$ cat config.mk
export PLATFORM = sky130hd
export DESIGN_NAME = board_render_sched
export DESIGN_NICKNAME = d
export VERILOG_FILES = /design/src/rtl/othello_pkg.sv /design/src/rtl/cell_wait_timer.sv /design/src/rtl/board_render_sched.sv
export SDC_FILE = /design/constraint.sdc
export NUM_CORES = 1
export LEC_CHECK = 0
export ABC_AREA = 1
export CORE_MARGIN = 10
export CORE_UTILIZATION = 40
export CTS_BUF_LIST = sky130_fd_sc_hd__clkbuf_8
export DETAILED_ROUTE_END_ITERATION = 12
export PLACE_DENSITY = 0.74
export REMOVE_ABC_BUFFERS = 1
export SYNTH_ARGS = -nofsm -noshare
export SYNTH_HDL_FRONTEND = slang
export SYNTH_HIERARCHICAL = 1
export SYNTH_SLANG_ARGS = --single-unit
$ cat constraint.sdc
create_clock -name clock -period 3.45 [get_ports clock]
set_input_delay 0.8625 -clock clock [delete_from_list [all_inputs] [get_ports clock]]
set_output_delay 0.8625 -clock clock [all_outputs]
set_load 0.01 [all_outputs]
$ cat src/rtl/othello_pkg.sv
`default_nettype none
// ============================================================================
//  Module   : othello_pkg
//  Purpose  : Shared definitions for the Othello board renderer. Contains the
//             scheduler state encoding, the cell-plotter select codes and the
//             board-memory cell codes. A helper maps a board cell and a
//             cursor hit to a plotter select code.
//  Ports    : none (package)
//  Revision : 1.0 - initial release
// ============================================================================
package othello_pkg;

  typedef enum logic [2:0] {
    ST_IDLE  = 3'd0,
    ST_FETCH = 3'd1,
    ST_LATCH = 3'd2,
    ST_FIRE  = 3'd3,
    ST_WAIT  = 3'd4
  } sched_state_t;

  // Cell-plotter select codes
  localparam logic [1:0] SEL_EMPTY  = 2'b00;
  localparam logic [1:0] SEL_CURSOR = 2'b01;
  localparam logic [1:0] SEL_BLACK  = 2'b10;
  localparam logic [1:0] SEL_WHITE  = 2'b11;

  // Board-memory cell codes; 01 is unused and is drawn as empty
  localparam logic [1:0] BRD_EMPTY  = 2'b00;
  localparam logic [1:0] BRD_UNUSED = 2'b01;
  localparam logic [1:0] BRD_BLACK  = 2'b10;
  localparam logic [1:0] BRD_WHITE  = 2'b11;

  // The cursor marker is only shown on an empty square; stones always win.
  function automatic logic [1:0] cell_select(input logic [1:0] brd,
                                             input logic       on_cursor);
    logic [1:0] sel;
    sel = SEL_EMPTY;
    case (brd)
      BRD_BLACK: sel = SEL_BLACK;
      BRD_WHITE: sel = SEL_WHITE;
      default:   sel = on_cursor ? SEL_CURSOR : SEL_EMPTY;
    endcase
    return sel;
  endfunction

endpackage
`default_nettype wire

$ cat src/rtl/cell_wait_timer.sv
`default_nettype none
// ============================================================================
//  Module   : cell_wait_timer
//  Purpose  : Loadable down-counter used to hold the scheduler in WAIT while
//             the cell plotter draws. Loading N gives N+1 cycles until and
//             including the first cycle with expired high.
//  Ports    : clock      - rising-edge clock
//             resetn     - asynchronous active-low reset
//             load       - load load_value (priority over counting)
//             load_value - value to load
//             expired    - high while the count is zero
//  Revision : 1.0 - initial release
// ============================================================================
module cell_wait_timer #(
  parameter int WIDTH = 8
) (
  input  logic             clock,
  input  logic             resetn,
  input  logic             load,
  input  logic [WIDTH-1:0] load_value,
  output logic             expired
);

  logic [WIDTH-1:0] count;

  always_ff @(posedge clock or negedge resetn) begin
    if (!resetn) begin
      count <= '0;
    end else if (load) begin
      count <= load_value;
    end else if (count != '0) begin
      count <= count - 1'b1;
    end
  end

  assign expired = (count == '0);

endmodule
`default_nettype wire

$ cat src/rtl/board_render_sched.sv
`default_nettype none
// ============================================================================
//  Module   : board_render_sched
//  Purpose  : Schedules cell draws of an 8x8 Othello board onto a cell
//             plotter. Supports a full 64-cell redraw (start) and a
//             single-cell redraw (upd_req/upd_ack). Each cell takes
//             FETCH, LATCH, FIRE and WAIT_CYCLES cycles of WAIT.
//  Ports    : clock, resetn         - clock, async active-low reset
//             start                 - full redraw request pulse
//             upd_req/row/col, ack  - single-cell redraw handshake
//             cur_row, cur_col      - cursor position
//             brd_addr, brd_data    - board memory read port (1-cycle latency)
//             ph_x, ph_y, ph_select - cell origin and select to the plotter
//             ph_enable             - one-cycle draw trigger per cell
//             busy, done            - status and completion pulse
//  Revision : 1.0 - initial release
// ============================================================================
module board_render_sched #(
  parameter logic [7:0] X0          = 8'd32,
  parameter logic [6:0] Y0          = 7'd12,
  parameter int         CELL_PX     = 12,
  parameter logic [7:0] WAIT_CYCLES = 8'd152
) (
  input  logic       clock,
  input  logic       resetn,
  input  logic       start,
  input  logic       upd_req,
  input  logic [2:0] upd_row,
  input  logic [2:0] upd_col,
  output logic       upd_ack,
  input  logic [2:0] cur_row,
  input  logic [2:0] cur_col,
  output logic [5:0] brd_addr,
  input  logic [1:0] brd_data,
  output logic [7:0] ph_x,
  output logic [6:0] ph_y,
  output logic [1:0] ph_select,
  output logic       ph_enable,
  output logic       busy,
  output logic       done
);

  import othello_pkg::*;

  localparam logic [7:0] PITCH_X = 8'(CELL_PX);
  localparam logic [6:0] PITCH_Y = 7'(CELL_PX);

  sched_state_t state;
  logic [5:0]   cell_idx;
  logic         full_mode;
  logic         restart;
  logic         wait_expired;
  logic         timer_load;
  logic         wait_exit;
  logic         restart_now;
  logic         last_cell;
  logic [2:0]   row;
  logic [2:0]   col;

  assign row = cell_idx[5:3];
  assign col = cell_idx[2:0];

  // A start arriving in the final WAIT cycle counts as a restart too.
  assign restart_now = restart | start;
  assign wait_exit   = (state == ST_WAIT) && wait_expired;
  assign last_cell   = !full_mode || (cell_idx == 6'd63);

  // Ack and done mark the transition cycle itself, so they decode the
  // registered state rather than lagging it by one clock.
  assign upd_ack = (state == ST_IDLE) && upd_req && !start;
  assign done    = wait_exit && !restart_now && last_cell;
  assign busy    = (state != ST_IDLE);

  // Loaded in FIRE with WAIT_CYCLES-1 so WAIT lasts exactly WAIT_CYCLES.
  assign timer_load = (state == ST_FIRE);

  cell_wait_timer #(
    .WIDTH (8)
  ) u_wait_timer (
    .clock      (clock),
    .resetn     (resetn),
    .load       (timer_load),
    .load_value (WAIT_CYCLES - 8'd1),
    .expired    (wait_expired)
  );

  always_ff @(posedge clock or negedge resetn) begin
    if (!resetn) begin
      state     <= ST_IDLE;
      cell_idx  <= 6'd0;
      full_mode <= 1'b0;
      restart   <= 1'b0;
      brd_addr  <= 6'd0;
      ph_x      <= 8'd0;
      ph_y      <= 7'd0;
      ph_select <= SEL_EMPTY;
      ph_enable <= 1'b0;
    end else begin
      ph_enable <= 1'b0;

      if (start && (state != ST_IDLE)) begin
        restart <= 1'b1;
      end

      case (state)
        ST_IDLE: begin
          if (start) begin
            full_mode <= 1'b1;
            cell_idx  <= 6'd0;
            brd_addr  <= 6'd0;
            state     <= ST_FETCH;
          end else if (upd_req) begin
            full_mode <= 1'b0;
            cell_idx  <= {upd_row, upd_col};
            brd_addr  <= {upd_row, upd_col};
            state     <= ST_FETCH;
          end
        end

        ST_FETCH: begin
          state <= ST_LATCH;
        end

        ST_LATCH: begin
          ph_x      <= X0 + ({5'd0, col} * PITCH_X);
          ph_y      <= Y0 + ({4'd0, row} * PITCH_Y);
          ph_select <= cell_select(brd_data,
                                   (row == cur_row) && (col == cur_col));
          ph_enable <= 1'b1;
          state     <= ST_FIRE;
        end

        ST_FIRE: begin
          state <= ST_WAIT;
        end

        ST_WAIT: begin
          if (wait_expired) begin
            restart <= 1'b0;
            if (restart_now) begin
              full_mode <= 1'b1;
              cell_idx  <= 6'd0;
              brd_addr  <= 6'd0;
              state     <= ST_FETCH;
            end else if (!last_cell) begin
              cell_idx  <= cell_idx + 6'd1;
              brd_addr  <= cell_idx + 6'd1;
              state     <= ST_FETCH;
            end else begin
              state <= ST_IDLE;
            end
          end
        end

        default: state <= ST_IDLE;
      endcase
    end
  end

endmodule
`default_nettype wire
Word-level counts from Yosys, hierarchy flattened

Index checks and enable logic that the tools add are counted.

Flip-flop bits (word level): 37
Bits in latches: 0
Memory bits (writable): 0
ROM bits: 0
Bits of input ports: 18
Output and inout bits: 27
Logic and storage cells: 74
Memories: 0

Add/sub/neg operators: 4
$mul: 2
Div/mod/pow operators: 0
Magnitude comparators: 0
Equality and inequality tests: 13
Shift operators: 0
Mux-type cells: 25
Bitwise operators: 1
Reductions and logical operators: 20

Operators with widths:

| cell                                                               | count |
|---|---|
| 6-bit two-way mux                                                  | 5 |
| 8-bit two-way mux                                                  | 2 |
| 3-bit one-hot mux with 5 select lines                              | 1 |
| 6-bit one-hot mux with 2 select lines                              | 1 |
| 1-bit two-way mux                                                  | 11 |
| 3-bit by 2-bit multiplier with 5-bit output, second input constant | 2 |
| 3-bit two-way mux                                                  | 3 |
| 6-bit by 7-bit adder with 8-bit output, first input constant       | 1 |
| 8-bit zero test                                                    | 1 |
| 4-bit AND reduction                                                | 2 |
| 8-bit nonzero test                                                 | 1 |
| 8-bit by 1-bit subtractor with 8-bit output, second input constant | 1 |
| 4-bit by 7-bit adder with 7-bit output, first input constant       | 1 |
| 1-bit logical AND                                                  | 7 |
| 6-bit by 1-bit adder with 6-bit output, second input constant      | 1 |
| 3-bit by 2-bit == test with 1-bit output, second input constant    | 2 |
| 3-bit == test                                                      | 2 |
| 6-bit == test, second input constant                               | 1 |
| 3-bit inequality test, second input constant                       | 2 |
| 2-bit == test, second input constant                               | 2 |
| 2-bit inequality test, second input constant                       | 2 |
| 2-bit one-hot mux with 2 select lines                              | 1 |
| 2-bit nonzero test                                                 | 2 |
| 3-bit by 1-bit == test with 1-bit output, second input constant    | 1 |
| other kinds (8)                                                    | 10 |

Depth between registers and ports, before layout

Depth in word-level cells: 6
Mapped depth: 11
Depth with buffers taken out: 11

Cells and area by module

Netlist, hierarchy kept.

Modules (own cells, without submodules):

| module             | instances | cells each | area an instance (sq um) | sequential area each (sq um) |
|---|---|---|---|---|
| board_render_sched | 1         | 213        | 1,600.3                  | 625.6 |
| cell_wait_timer    | 1         | 71         | 513.0                    | 200.2 |

Worst setup path before layout

OpenSTA, ideal clock, no wires.

Path type: register to output
Start point: reg u_wait_timer/count[0] (netlist name)
End point: out upd_ack
Data arrival time: 1.585 ns
Data required time: 2.588 ns
Setup slack: 1.002 ns
Cell stages (with the launch flop): 11
Path buffers: 0
Cells stage by stage: dfrtp_1 > inv_1 > ha_1 > nand2_2 > nor2_4 > inv_1 > nand3_1 > nand3_2 > inv_2 > nand2_1 > nor2_1

RTL lines:

| what          | line                     | source |
|---|---|---|
| end, declared | board_render_sched.sv:30 | `output logic upd_ack,` |

Final worst setup path

Start point: in start
End point: out done

Longest elaborated chain between the ends: 4

Ends and longest elaborated chain:

| what                           | line                     | source |
|---|---|---|
| start, declared                | board_render_sched.sv:26 | `input logic start,` |
| 1-bit bitwise OR               | board_render_sched.sv:64 | `assign restart_now = restart \| start;` |
| 1-bit zero test                | board_render_sched.sv:71 | `assign done = wait_exit && !restart_now && last_cell;` |
| 1-bit logical AND (2 in a row) | board_render_sched.sv:71 |  |
| end, declared                  | board_render_sched.sv:40 | `output logic done` |

No other way between the ends.

==> impl_metrics.yaml <==
outcome:
  status: "complete, no violations"
critical_path:
  crit_arrival_ns: 2.47
  ff2ff_path_depth: 7
  startpoint: "start"
  endpoint: "done"
  rrSetupSlack_ns: 1.49
  crit_fanout: 5
  cp-start-kind: "input port"
  path_class: "input port to output port"
  r2r_end: "ph_y[6]"
  end_kind: "output port"
  cp.required_ns: 2.59
  regToRegStartpoint: "cell_idx[3]"
layout:
  diodes: 0
  fin_cells: 407
  seqCellArea_sq_um: 826
  multi_input_area_sq_um: 1160
  drive_gt1_share_pct: 9.79
  areaGrowthSynthToFinish_pct: 28.5
  fin_util_pct: 53.2
  fill_cells: 483
  fin_nets: 368
route:
  dr.pass1.iters: 4
  wl_per_cell_um: 12.1
  drc: 0
  via_per_inst: 4.53
  drt-initial-drc-count: 80
  ant_nets: 0
  num_vias: 1844
  wirelength_um: 4920
floorplanning:
  start_util_pct: 41.4
  io_pins: 45
  die-area_sq_um: 8590
  placementRows: 26
  core-area_sq_um: 5110
  die_w_um: 92.7
  die_y_um: 92.7
logic_synthesis:
  synth.avg_cell_area_sq_um: 7.44
  syn_inst: 284
  synthesis.area_sq_um: 2110
  synth_cell_types: 29
  yosysWarningCount: 6
  ys_seq_area_share_pct: 39.1
  ys_ff_latch: 33
timing:
  fin_setup_tns_ns: 0
  max_slew_margin_pct: 46.3
  setup_viol: 0
  rsz0062_at_grt: "false"
  timing.final.ws_setup_ns: 0.114
  min_period_ns: 3.34
  finalMaxSlewViolations: 0
  fin_crit_sh_pct: 96.7
  fmax_mhz: 300
  clock_skew_ns: 0.00851
  worst_pin_slew_ns: 0.803
  hold_viol: 0
global_route:
  grt_pass1_wl_um: 8690
  antenna_found_initial: 0
  grt_max_degree: 34
  grt_pass1_vias: 1874
  overflow: 0
  grt_usage_pct: 12.5
pwr:
  leakage_nw: 1.42
  power_frac_seq_pct: 33.4
  switching_power_w: 0.00101
  comb_power_share_pct: 53.7
  peakVddDrop_v: 0.000367
  p_int_w: 0.00126
  power_density_nw_per_um2: 835
  switching_share_pct: 44.4
  clkPwrFrac_pct: 12.9
clock_network:
  cts_buffer_depth: 2
  cts_buffers: 5
  ctsHtreeMaxLevel: 2
  cts-root-buf: "clkbuf_8"
  clk_pin_slew_worst_paths_ns: 0.07
  cts_sinks: 33
  clk_latency_ns: 0.29
  cts_tree: "yes"
placement:
  place_inst: 400
  gp_congestion: 0.827
  port_buffers: 40
  hpwl_um: 3720
  pre_cts_slack_ns: 0.0734
run:
  cap_violations: 0
hold_path:
  hp-class: "register to register"
power by group through the flow:
stage / Combinational (W) / Sequential (W) / Clock [W]
6_report: 0.00122 / 0.000758 / 0.000292
5_1_grt: 0.00140 / 0.000794 / 0.000321
4_1_cts: 0.00123 / 0.000761 / 0.000305
3_5_place_dp: 0.00122 / 0.000767 / 0
3_3_place_gp: 0.00119 / 0.000760 / 0
2_1_floorplan: 0.000711 / 0.000794 / 0
flip-flops by register name, summed over array words and instances (netlist names):
register / cells
u_wait_timer/count: 8
full_mode: 1
cell_idx: 6
state: 3
ph_enable: 1
ph_y: 5
restart: 1
ph_x: 6
ph_select: 2
critical path: stages:
cell and delay, ns:
clkdlybuf4s50_1 0.50, nor2_2 0.15, nand3_2 0.10, inv_2 0.09, nand2_2 0.08, nor2_1 0.13
clkdlybuf4s50_1 0.56
synth_stat cells (all sizes together):
cell type | instances | area share [%]
ha | 11 | 6.5
fa | 2 | 1.9
xor2 | 5 | 2.1
o21ai | 21 | 5.5
o31ai | 1 | 0.36
dfrtp | 33 | 39
nand3b | 1 | 0.36
a21o | 1 | 0.36
conb | 2 | 0.36
nor2 | 31 | 6.9
nand2 | 103 | 19
a21oi | 6 | 1.6
inv | 31 | 5.5
nand4 | 3 | 0.89
buf | 9 | 2.6
nand3 | 20 | 5.2
a21boi | 2 | 0.71
xnor2 | 2 | 0.83
layer usage:
layer	wire (um)	vias up	track usage [%]	share of wire (%)
li1	-	981	-	-
met1	2260	807	14.3	46
met2	2250	40	20.5	46
met3	253	16	4.04	5.1
met4	153	0	6.56	3.1
met5	0	-	0	0
kinds of logic after synthesis:
| group | count (synthesis) | synth area share, % |
|---|---|---|
| flops | 33 | 39.1 |
| buf+inv | 40 | 8.11 |
| fa+ha+maj | 13 | 8.41 |
| simple gates | 158 | 32.6 |
| xor+xnor | 7 | 2.90 |
| compound gates | 31 | 8.53 |
| other cells | 2 | 0.355 |
worst min path at each step:
| stage | start | to | slack (ns) | cells past startpoint |
|---|---|---|---|---|
| floorplan | restart | restart | 0.49 | 2 |
| global placement | ph_x[7] | ph_x[7] | 0.46 | 2 |
| detailed placement | ph_x[4] | ph_x[4] | 0.47 | 2 |
| CTS | ph_x[4] | ph_x[4] | 0.49 | 2 |
| global route | ph_x[7] | ph_x[7] | 0.50 | 2 |
| finish | ph_x[4] | ph_x[4] | 0.48 | 2 |
layout by cell type (no fill, tap or decap):
master	instances
nand2_1	99
clkdlybuf4s50_1	39
dfrtp_1	33
inv_1	28
nor2_1	24
nand3_1	18
o21ai_0	17
conb_1	12
ha_1	10
clkbuf_8	6
xor2_1	5
a21oi_1	5
buf_4	5
inv_2	4
nor2_2	4
nor2_4	3
nand4_1	3
o21ai_2	3
nand3_2	2
nand2_2	2
nand2_4	2
xnor2_1	2
fa_1	2
a21o_1	1
a21boi_0	1
a21oi_2	1
o31ai_1	1
nand3b_1	1
dlymetal6s2s_1	1
o21ai_1	1
a21boi_1	1
ha_2	1
what timing repair did:
item                                    CTS  global route
endpoints found under the setup margin    0             2
hold buffers                              0             0
setup buffers                             0             0
endpoints found under the hold margin     0             0
resized for setup                         0             3
cell type report:
class	instances	area share (%)
multi-input cells	221	42.7
flip-flops and latches	33	30.4
repair buffers	45	16.2
inverters	31	4.29
well taps	70	3.23
clock buffers	6	3.04
clock inverters	1	0.138
per-stage QoR:
step                      hold slack, ns  total power, W  area, sq um
final                              0.480         0.00227         2720
after global placement             0.464         0.00195         2620
after detailed placement           0.469         0.00199         2620
after floorplan                    0.492         0.00151         2100
after global routing               0.503         0.00252         2720
after CTS                          0.487         0.00230         2710
No activity file was read; power rests on OpenSTA's default activity.
